$ cat config.mk
export PLATFORM = sky130hd
export DESIGN_NAME = decode_queue
export DESIGN_NICKNAME = d
export VERILOG_FILES = /design/src/rtl/decode_queue.sv
export SDC_FILE = /design/constraint.sdc
export NUM_CORES = 1
export LEC_CHECK = 0
export CORE_ASPECT_RATIO = 0.8
export CORE_UTILIZATION = 35
export DETAILED_ROUTE_END_ITERATION = 7
export GPL_TIMING_DRIVEN = 0
export PLACE_DENSITY = 0.57
export SLEW_MARGIN = 20
export SYNTH_ARGS = -nofsm -noshare
export SYNTH_HDL_FRONTEND = slang
export SYNTH_SLANG_ARGS = --single-unit
$ cat constraint.sdc
create_clock -name clk -period 4.9 [get_ports clk]
set_input_delay 1.47 -clock clk [delete_from_list [all_inputs] [get_ports clk]]
set_output_delay 1.47 -clock clk [all_outputs]
set_load 0.05 [all_outputs]
$ cat src/rtl/decode_queue.sv
// ---------------------------------------------------------------------------
// decode_queue
//
// Instruction queue between fetch and issue. Each MIPS32 word is decoded as
// it is written, and the decoded control bundle is stored next to the word
// and its PC. The head entry is offered to the consumer with a valid/ready
// handshake. A branch or jump at the head is only offered once its delay-slot
// instruction sits behind it in the queue.
//
// Parameters
//    DEPTH        queue entries (power of two, >= 2)
//    SUPPORT_CP0  1 = decode MTC0/MFC0/ERET, 0 = every COP0 word is reserved
//    CNT_W        width of the occupancy count
//
// Ports
//    clk, rst         clock, synchronous active-high reset
//    flush            discard every entry (exception/redirect)
//    in_valid/ready   fetch handshake; in_instr, in_pc carry the word and PC
//    out_valid/ready  issue handshake on the head entry
//    out_instr/pc     head word and PC
//    out_*            decoded control bundle of the head entry
//    count            number of occupied entries
//
// Optional feature
//    DECODE_BYPASS_EN  when defined, a non-control instruction arriving at an
//                      empty queue is offered in the same cycle straight from
//                      the combinational decode; it is only written into the
//                      queue when the consumer does not take it.
// ---------------------------------------------------------------------------
module decode_queue #(
   parameter int DEPTH       = 4,
   parameter bit SUPPORT_CP0 = 1'b1,
   parameter int CNT_W       = $clog2(DEPTH + 1)
) (
   input  logic             clk,
   input  logic             rst,
   input  logic             flush,
   input  logic             in_valid,
   output logic             in_ready,
   input  logic [31:0]      in_instr,
   input  logic [31:0]      in_pc,
   output logic             out_valid,
   input  logic             out_ready,
   output logic [31:0]      out_instr,
   output logic [31:0]      out_pc,
   output logic             out_regwrite,
   output logic [4:0]       out_dst,
   output logic             out_is_imm,
   output logic             out_sign_ex,
   output logic             out_mem_read,
   output logic             out_mem_write,
   output logic             out_memtoreg,
   output logic             out_hilotoreg,
   output logic             out_cp0_wen,
   output logic             out_cp0_to_reg,
   output logic [2:0]       out_br_cond,
   output logic             out_is_ctrl,
   output logic             out_ri,
   output logic             out_break,
   output logic             out_syscall,
   output logic             out_eret,
   output logic [CNT_W-1:0] count
);

   localparam int PTR_W = $clog2(DEPTH);
   localparam logic [31:0] ERET_WORD = 32'h4200_0018;

   typedef struct packed {
      logic       regWrite;
      logic [4:0] dst;
      logic       isImm;
      logic       signEx;
      logic       memRead;
      logic       memWrite;
      logic       memToReg;
      logic       hiLoToReg;
      logic       cp0Wen;
      logic       cp0ToReg;
      logic [2:0] brCond;
      logic       isCtrl;
      logic       ri;
      logic       brk;
      logic       sys;
      logic       eret;
   } ctrlBundle_t;

   ctrlBundle_t inDec;
   ctrlBundle_t headDec;
   ctrlBundle_t outDec;

   logic [5:0] inOp;
   logic [5:0] inFunct;
   logic [4:0] inRs;
   logic [4:0] inRt;
   logic [4:0] inRd;

   logic [31:0] instrMem [DEPTH];
   logic [31:0] pcMem    [DEPTH];
   ctrlBundle_t decMem   [DEPTH];

   logic [PTR_W-1:0] rdPtr;
   logic [PTR_W-1:0] wrPtr;

   logic notEmpty;
   logic queueValid;
   logic bypassActive;
   logic bypassTake;
   logic doPush;
   logic doPop;

   assign inOp    = in_instr[31:26];
   assign inRs    = in_instr[25:21];
   assign inRt    = in_instr[20:16];
   assign inRd    = in_instr[15:11];
   assign inFunct = in_instr[5:0];

   // Main decoder for the incoming word. Everything starts cleared so that
   // reserved words come out with only ri set (plus the extension select,
   // which depends purely on the opcode). Instructions that neither write a
   // GPR nor do anything special (MTHI, MULT, DIV, ...) fall through with an
   // all-zero bundle.
   always_comb begin
      inDec        = '0;
      inDec.signEx = (inOp[5:2] != 4'b0011);
      case (inOp)
         6'h00: begin
            case (inFunct)
               6'h00, 6'h02, 6'h03, 6'h04, 6'h06, 6'h07,
               6'h20, 6'h21, 6'h22, 6'h23, 6'h24, 6'h25,
               6'h26, 6'h27, 6'h2A, 6'h2B: begin
                  inDec.regWrite = 1'b1;
                  inDec.dst      = inRd;
               end
               6'h10, 6'h12: begin
                  inDec.regWrite  = 1'b1;
                  inDec.dst       = inRd;
                  inDec.hiLoToReg = 1'b1;
               end
               6'h11, 6'h13, 6'h18, 6'h19, 6'h1A, 6'h1B: begin
                  inDec.regWrite = 1'b0;
               end
               6'h08: begin
                  inDec.isCtrl = 1'b1;
               end
               6'h09: begin
                  inDec.isCtrl   = 1'b1;
                  inDec.regWrite = 1'b1;
                  inDec.dst      = 5'd31;
               end
               6'h0C: begin
                  inDec.sys = 1'b1;
               end
               6'h0D: begin
                  inDec.brk = 1'b1;
               end
               default: begin
                  inDec.ri = 1'b1;
               end
            endcase
         end
         6'h01: begin
            case (inRt)
               5'h00: begin
                  inDec.isCtrl = 1'b1;
                  inDec.brCond = 3'b101;
               end
               5'h01: begin
                  inDec.isCtrl = 1'b1;
                  inDec.brCond = 3'b110;
               end
               5'h10: begin
                  inDec.isCtrl   = 1'b1;
                  inDec.brCond   = 3'b101;
                  inDec.regWrite = 1'b1;
                  inDec.dst      = 5'd31;
               end
               5'h11: begin
                  inDec.isCtrl   = 1'b1;
                  inDec.brCond   = 3'b110;
                  inDec.regWrite = 1'b1;
                  inDec.dst      = 5'd31;
               end
               default: begin
                  inDec.ri = 1'b1;
               end
            endcase
         end
         6'h02: begin
            inDec.isCtrl = 1'b1;
         end
         6'h03: begin
            inDec.isCtrl   = 1'b1;
            inDec.regWrite = 1'b1;
            inDec.dst      = 5'd31;
         end
         6'h04: begin
            inDec.isCtrl = 1'b1;
            inDec.brCond = 3'b001;
         end
         6'h05: begin
            inDec.isCtrl = 1'b1;
            inDec.brCond = 3'b010;
         end
         6'h06: begin
            inDec.isCtrl = 1'b1;
            inDec.brCond = 3'b011;
         end
         6'h07: begin
            inDec.isCtrl = 1'b1;
            inDec.brCond = 3'b100;
         end
         6'h08, 6'h09, 6'h0A, 6'h0B, 6'h0C, 6'h0D, 6'h0E, 6'h0F: begin
            inDec.isImm    = 1'b1;
            inDec.regWrite = 1'b1;
            inDec.dst      = inRt;
         end
         6'h10: begin
            if (SUPPORT_CP0) begin
               if (in_instr == ERET_WORD) begin
                  inDec.eret = 1'b1;
               end else if (inRs == 5'h00) begin
                  inDec.regWrite = 1'b1;
                  inDec.dst      = inRt;
                  inDec.cp0ToReg = 1'b1;
               end else if (inRs == 5'h04) begin
                  inDec.cp0Wen = 1'b1;
               end else begin
                  inDec.ri = 1'b1;
               end
            end else begin
               inDec.ri = 1'b1;
            end
         end
         6'h20, 6'h21, 6'h23, 6'h24, 6'h25: begin
            inDec.isImm    = 1'b1;
            inDec.regWrite = 1'b1;
            inDec.dst      = inRt;
            inDec.memRead  = 1'b1;
            inDec.memToReg = 1'b1;
         end
         6'h28, 6'h29, 6'h2B: begin
            inDec.isImm    = 1'b1;
            inDec.memWrite = 1'b1;
         end
         default: begin
            inDec.ri = 1'b1;
         end
      endcase
   end

   // The head is issuable when something is queued, except that a control
   // transfer waits until its delay slot is queued behind it.
   assign notEmpty   = (count != '0);
   assign headDec    = decMem[rdPtr];
   assign queueValid = notEmpty & ~(headDec.isCtrl & (count < CNT_W'(2)));
   assign in_ready   = (count != CNT_W'(DEPTH));

`ifdef DECODE_BYPASS_EN
   assign bypassActive = ~rst & ~notEmpty & in_valid & ~flush & ~inDec.isCtrl;
`else
   assign bypassActive = 1'b0;
`endif

   // A bypassed word that the consumer takes never touches the storage;
   // otherwise it is written like any other push. Flush discards the push.
   assign bypassTake = bypassActive & out_ready;
   assign out_valid  = queueValid | bypassActive;
   assign doPush     = in_valid & in_ready & ~flush & ~bypassTake;
   assign doPop      = queueValid & out_ready;

   // Output selection: bypassed decode, stored head, or all zero when the
   // queue is empty. No decoding happens on this path for stored entries.
   always_comb begin
      outDec    = '0;
      out_instr = '0;
      out_pc    = '0;
      if (bypassActive) begin
         outDec    = inDec;
         out_instr = in_instr;
         out_pc    = in_pc;
      end else if (notEmpty) begin
         outDec    = headDec;
         out_instr = instrMem[rdPtr];
         out_pc    = pcMem[rdPtr];
      end
   end

   assign out_regwrite   = outDec.regWrite;
   assign out_dst        = outDec.dst;
   assign out_is_imm     = outDec.isImm;
   assign out_sign_ex    = outDec.signEx;
   assign out_mem_read   = outDec.memRead;
   assign out_mem_write  = outDec.memWrite;
   assign out_memtoreg   = outDec.memToReg;
   assign out_hilotoreg  = outDec.hiLoToReg;
   assign out_cp0_wen    = outDec.cp0Wen;
   assign out_cp0_to_reg = outDec.cp0ToReg;
   assign out_br_cond    = outDec.brCond;
   assign out_is_ctrl    = outDec.isCtrl;
   assign out_ri         = outDec.ri;
   assign out_break      = outDec.brk;
   assign out_syscall    = outDec.sys;
   assign out_eret       = outDec.eret;

   // Storage write port. The arrays need no reset because every read of
   // them is qualified by the occupancy count.
   always_ff @(posedge clk) begin
      if (doPush) begin
         instrMem[wrPtr] <= in_instr;
         pcMem[wrPtr]    <= in_pc;
         decMem[wrPtr]   <= inDec;
      end
   end

   // Pointer and occupancy bookkeeping. Reset beats flush, flush beats any
   // push or pop. Pointers wrap naturally because DEPTH is a power of two.
   always_ff @(posedge clk) begin
      if (rst) begin
         rdPtr <= '0;
         wrPtr <= '0;
         count <= '0;
      end else if (flush) begin
         rdPtr <= '0;
         wrPtr <= '0;
         count <= '0;
      end else begin
         if (doPush) begin
            wrPtr <= wrPtr + 1'b1;
         end
         if (doPop) begin
            rdPtr <= rdPtr + 1'b1;
         end
         case ({doPush, doPop})
            2'b10:   count <= count + 1'b1;
            2'b01:   count <= count - 1'b1;
            default: count <= count;
         endcase
      end
   end

endmodule

==> out/qor.txt <==
CP cell instances = buf_2 -> buf_4 -> buf_2 -> mux4_2 -> nor2b_1 -> clkdlybuf4s50_1
first-pass GRT wire length = 46990 um
mean area per synthesized cell = 19.58 um^2
Yosys cell types = 57
Netlist Area Pre-Place = 14000 um^2
footprint of the multi-input gates = 3398 um^2
die width = 225.6 um
post-synthesis simple-gate area fraction = 0.07660
clock sinks = 349
Worst Skew = 0.01233 ns
cts hold-fix bufs = 0
max-slew violation count = 0
WP data arrival = 3.22 ns
Primary FF master, synth = edfxtp_1
Die Height = 180.9 um
Final Cycle Share = 0.9565
Clock Latency Late Sink = 0.52 ns
Final Hold Violating Endpoints = 0
crit-path max cell delay = 0.73 ns
CTS Buf Count = 37
EDFF count, synth = 340
drt drc = 2
Yosys reg bits = 349
adder-cell share of the synthesized area = 0.005899
Hold Crit Class = register to register
CP bufs+invs = 4
vias in the first global route = 7454
largest net degree at the start of global routing = 37
minimum clock period = 4.687 ns
Root Buffer = clkbuf_16
DPL Wire Length = 20440 um
gp weighted congestion = 0.7657
Crit path depth = 6
largest family of logic cells by synthesized area = multiplexers
starting density of the core = 0.3549
Power Total = 6.314 mW
initial antenna violation count = 1
Filler cells = 3459
failing checks = DRC
final setup vio count = 0
Worst-Margin Slew = 1.067 ns
Yosys warnings = 0
mux cell area share after synthesis = 0.1375
CTS tree = done
crit-path most repeated cell = buf_2
CORE AREA = 39440 um^2
Hold Crit Start = wrPtr[1]
RSZ-0062 raised after global routing = no
TritonRoute pass-1 iters = 7
Max Cap Viol = 0
crit start category = register
Iter 0 DRT Violations = 453
FF+latch area = 10390 um^2
WL/cell = 21.39 um
gr usage total = 0.1568
final core area utilization = 0.4454
Layout Cells excl Fill = 1479
Clock Pin Slew Worst Setup and Hold Paths = 0.06 ns
Port Buf Inserts = 159
WHS Endpoint = wrPtr[1]
CP required = 3.43 ns
share of layout cells above drive strength 1 = 0.1898
Worst Setup End Kind = output pin
Synth Area in Compound Gates = 0.01913
post-route ant nets = 0
Antenna Cells = 0
DP Cell Count = 1418
maximum VDD drop = 0.1984 mV
layout overhead on the synthesized area = 25.51%
reg2reg setup slack = 2.14 ns
Routed Wire Length = 31640 um
Syn Nets = 790
Clock Tree Buf Depth = 3
final worst setup slack = 0.2131 ns
max_slew headroom = 0.2871
DP Worst Slack = 0.1955 ns
H-tree Lvls = 2
post-synthesis async set-or-reset flop share = 0
via count = 7340
Largest delay share family, worst path = buffers and inverters
crit path max-delay cell type = clkdlybuf4s50_1
number of core rows = 65
Syn Inst Count = 715
P_leak = 5.384 nW
crit path max fanout = 10
reg2reg path depth = 11
Ports = 160
post-DR vias/cell = 4.963
XOR/XNOR Fraction of Synth Area = 0.002503
pwr/cell area = 359.4 nW/um^2
reg2reg end = count[2]
register area share after synthesis = 0.7422
Cells on Worst Hold Path = 2
global route overflow = 0
WS Path Type = register to output pin
Nets = 996
Max Freq = 213.4 MHz
DIE AREA = 40800 um^2
outcome = finished, violations left
area by class of cell:
type | count | share of cell area
sequential | 349 | 0.5914
multi-input combinational | 313 | 0.1934
timing repair buffer | 167 | 0.1014
clock buffer | 42 | 0.05377
tap | 536 | 0.03817
buffer | 40 | 0.01061
clock inverter | 19 | 0.008475
inverter | 13 | 0.002777
worst reg2reg max path, cell delays in order (launching register included):
cell,delay [ns]
dfxtp_1,0.30
buf_2,0.21
buf_4,0.29
buf_2,0.36
nand4_1,0.20
nand3_1,0.12
ha_1,0.18
inv_1,0.06
fa_1,0.37
xor2_1,0.15
or3_1,0.30
a21oi_1,0.14
cell usage after synthesis (all sizes together) (2+ instances only):
| cell type | n | area [um^2] |
|---|---|---|
| or4 | 2 | 15.01 |
| nor4b | 3 | 26.28 |
| mux2 | 2 | 22.52 |
| a21oi | 12 | 60.06 |
| edfxtp | 340 | 10210 |
| nand4 | 2 | 12.51 |
| and4 | 3 | 26.28 |
| xnor2 | 2 | 17.52 |
| o221ai | 2 | 17.52 |
| nand2b | 4 | 25.02 |
| buf | 17 | 91.34 |
| o21ai | 7 | 35.03 |
| dfxtp | 9 | 180.2 |
| ha | 5 | 62.56 |
| nand3 | 7 | 35.03 |
| and2 | 4 | 25.02 |
| mux4 | 84 | 1892 |
| nor4 | 6 | 43.79 |
| clkbuf | 23 | 86.33 |
| and3 | 2 | 12.51 |
| o211ai | 3 | 22.52 |
| a211oi | 2 | 20.02 |
| or2 | 5 | 31.28 |
| nor2 | 20 | 75.07 |
| nor3b | 3 | 22.52 |
| xor2 | 2 | 17.52 |
| inv | 13 | 48.80 |
| nor2b | 84 | 525.5 |
| nor3 | 11 | 60.06 |
| or3b | 3 | 26.28 |
| nand2 | 8 | 30.03 |
| or3 | 6 | 37.54 |
stage by stage:
step / hold slack, ns / area [um^2] / setup TNS [ns]
final: 0.5325 / 17570 / 0
after global routing: 0.5428 / 17570 / 0
after CTS: 0.5270 / 17570 / 0
after detailed placement: 0.5111 / 16460 / 0
after global placement: 0.5146 / 16260 / -565.34
after floorplan: 0.4692 / 14000 / 0
logic make-up after synthesis:
group | count (synthesis)
muxes | 87
AOI/OAI and AO/OA | 39
adders and majority gates | 6
and+or+nand+nor | 177
xor gates and xnor gates | 4
DFF | 349
buffers and inverters | 53
what timing repair did:
item | CTS | global route
setup endpoints to repair | 60 | 10
buffers inserted | 0 | 0
gates resized for setup | 7 | 2
hold endpoints to repair | 0 | 0
gates cloned | 0 | 0
cell usage in the layout, fill, tap and decap left out, types with 9 or more instances in the layout:
cell             instances
clkbuf_16               37
inv_1                   13
edfxtp_1               340
dfxtp_1                  9
clkdlybuf4s50_1        159
a21oi_1                 12
nor2b_1                 84
mux4_2                  84
nor3_1                   9
buf_2                   13
nor2_1                  20
clkbuf_1                24
routing by layer:
metal / track usage / part of all wire / up-vias
met2: 0.2411 / 0.46 / 236
met3: 0.03350 / 0.063 / 47
met1: 0.2272 / 0.46 / 3763
met5: 0 / 0.00035 / -
li1: - / - / 3292
met4: 0.03837 / 0.018 / 2
power breakdown:
part | internal [mW] | switching (mW)
sequential | 3.32 | 0.0106
combinational | 0.161 | 0.240
clock | 1.48 | 1.10
total | 4.96 | 1.35
flip-flops by register name, indices dropped and copies added (netlist names), named ones only:
| signal | flops |
|---|---|
| wrPtr | 2 |
| decMem | 84 |
| pcMem | 128 |
| rdPtr | 2 |
| count | 3 |
| instrMem | 128 |
worst max path at each step:
stage               slack (ns)            end     start
floorplan                 0.70   decMem[0][0]  in_valid
global placement         -1.70    pcMem[0][0]  in_valid
detailed placement        0.20  out_instr[11]  count[0]
CTS                       0.02     out_pc[16]  register
global route              0.02  out_instr[11]  count[0]
finish                    0.21  out_instr[21]  register
Note: power is estimated with default switching activity, not from simulation.
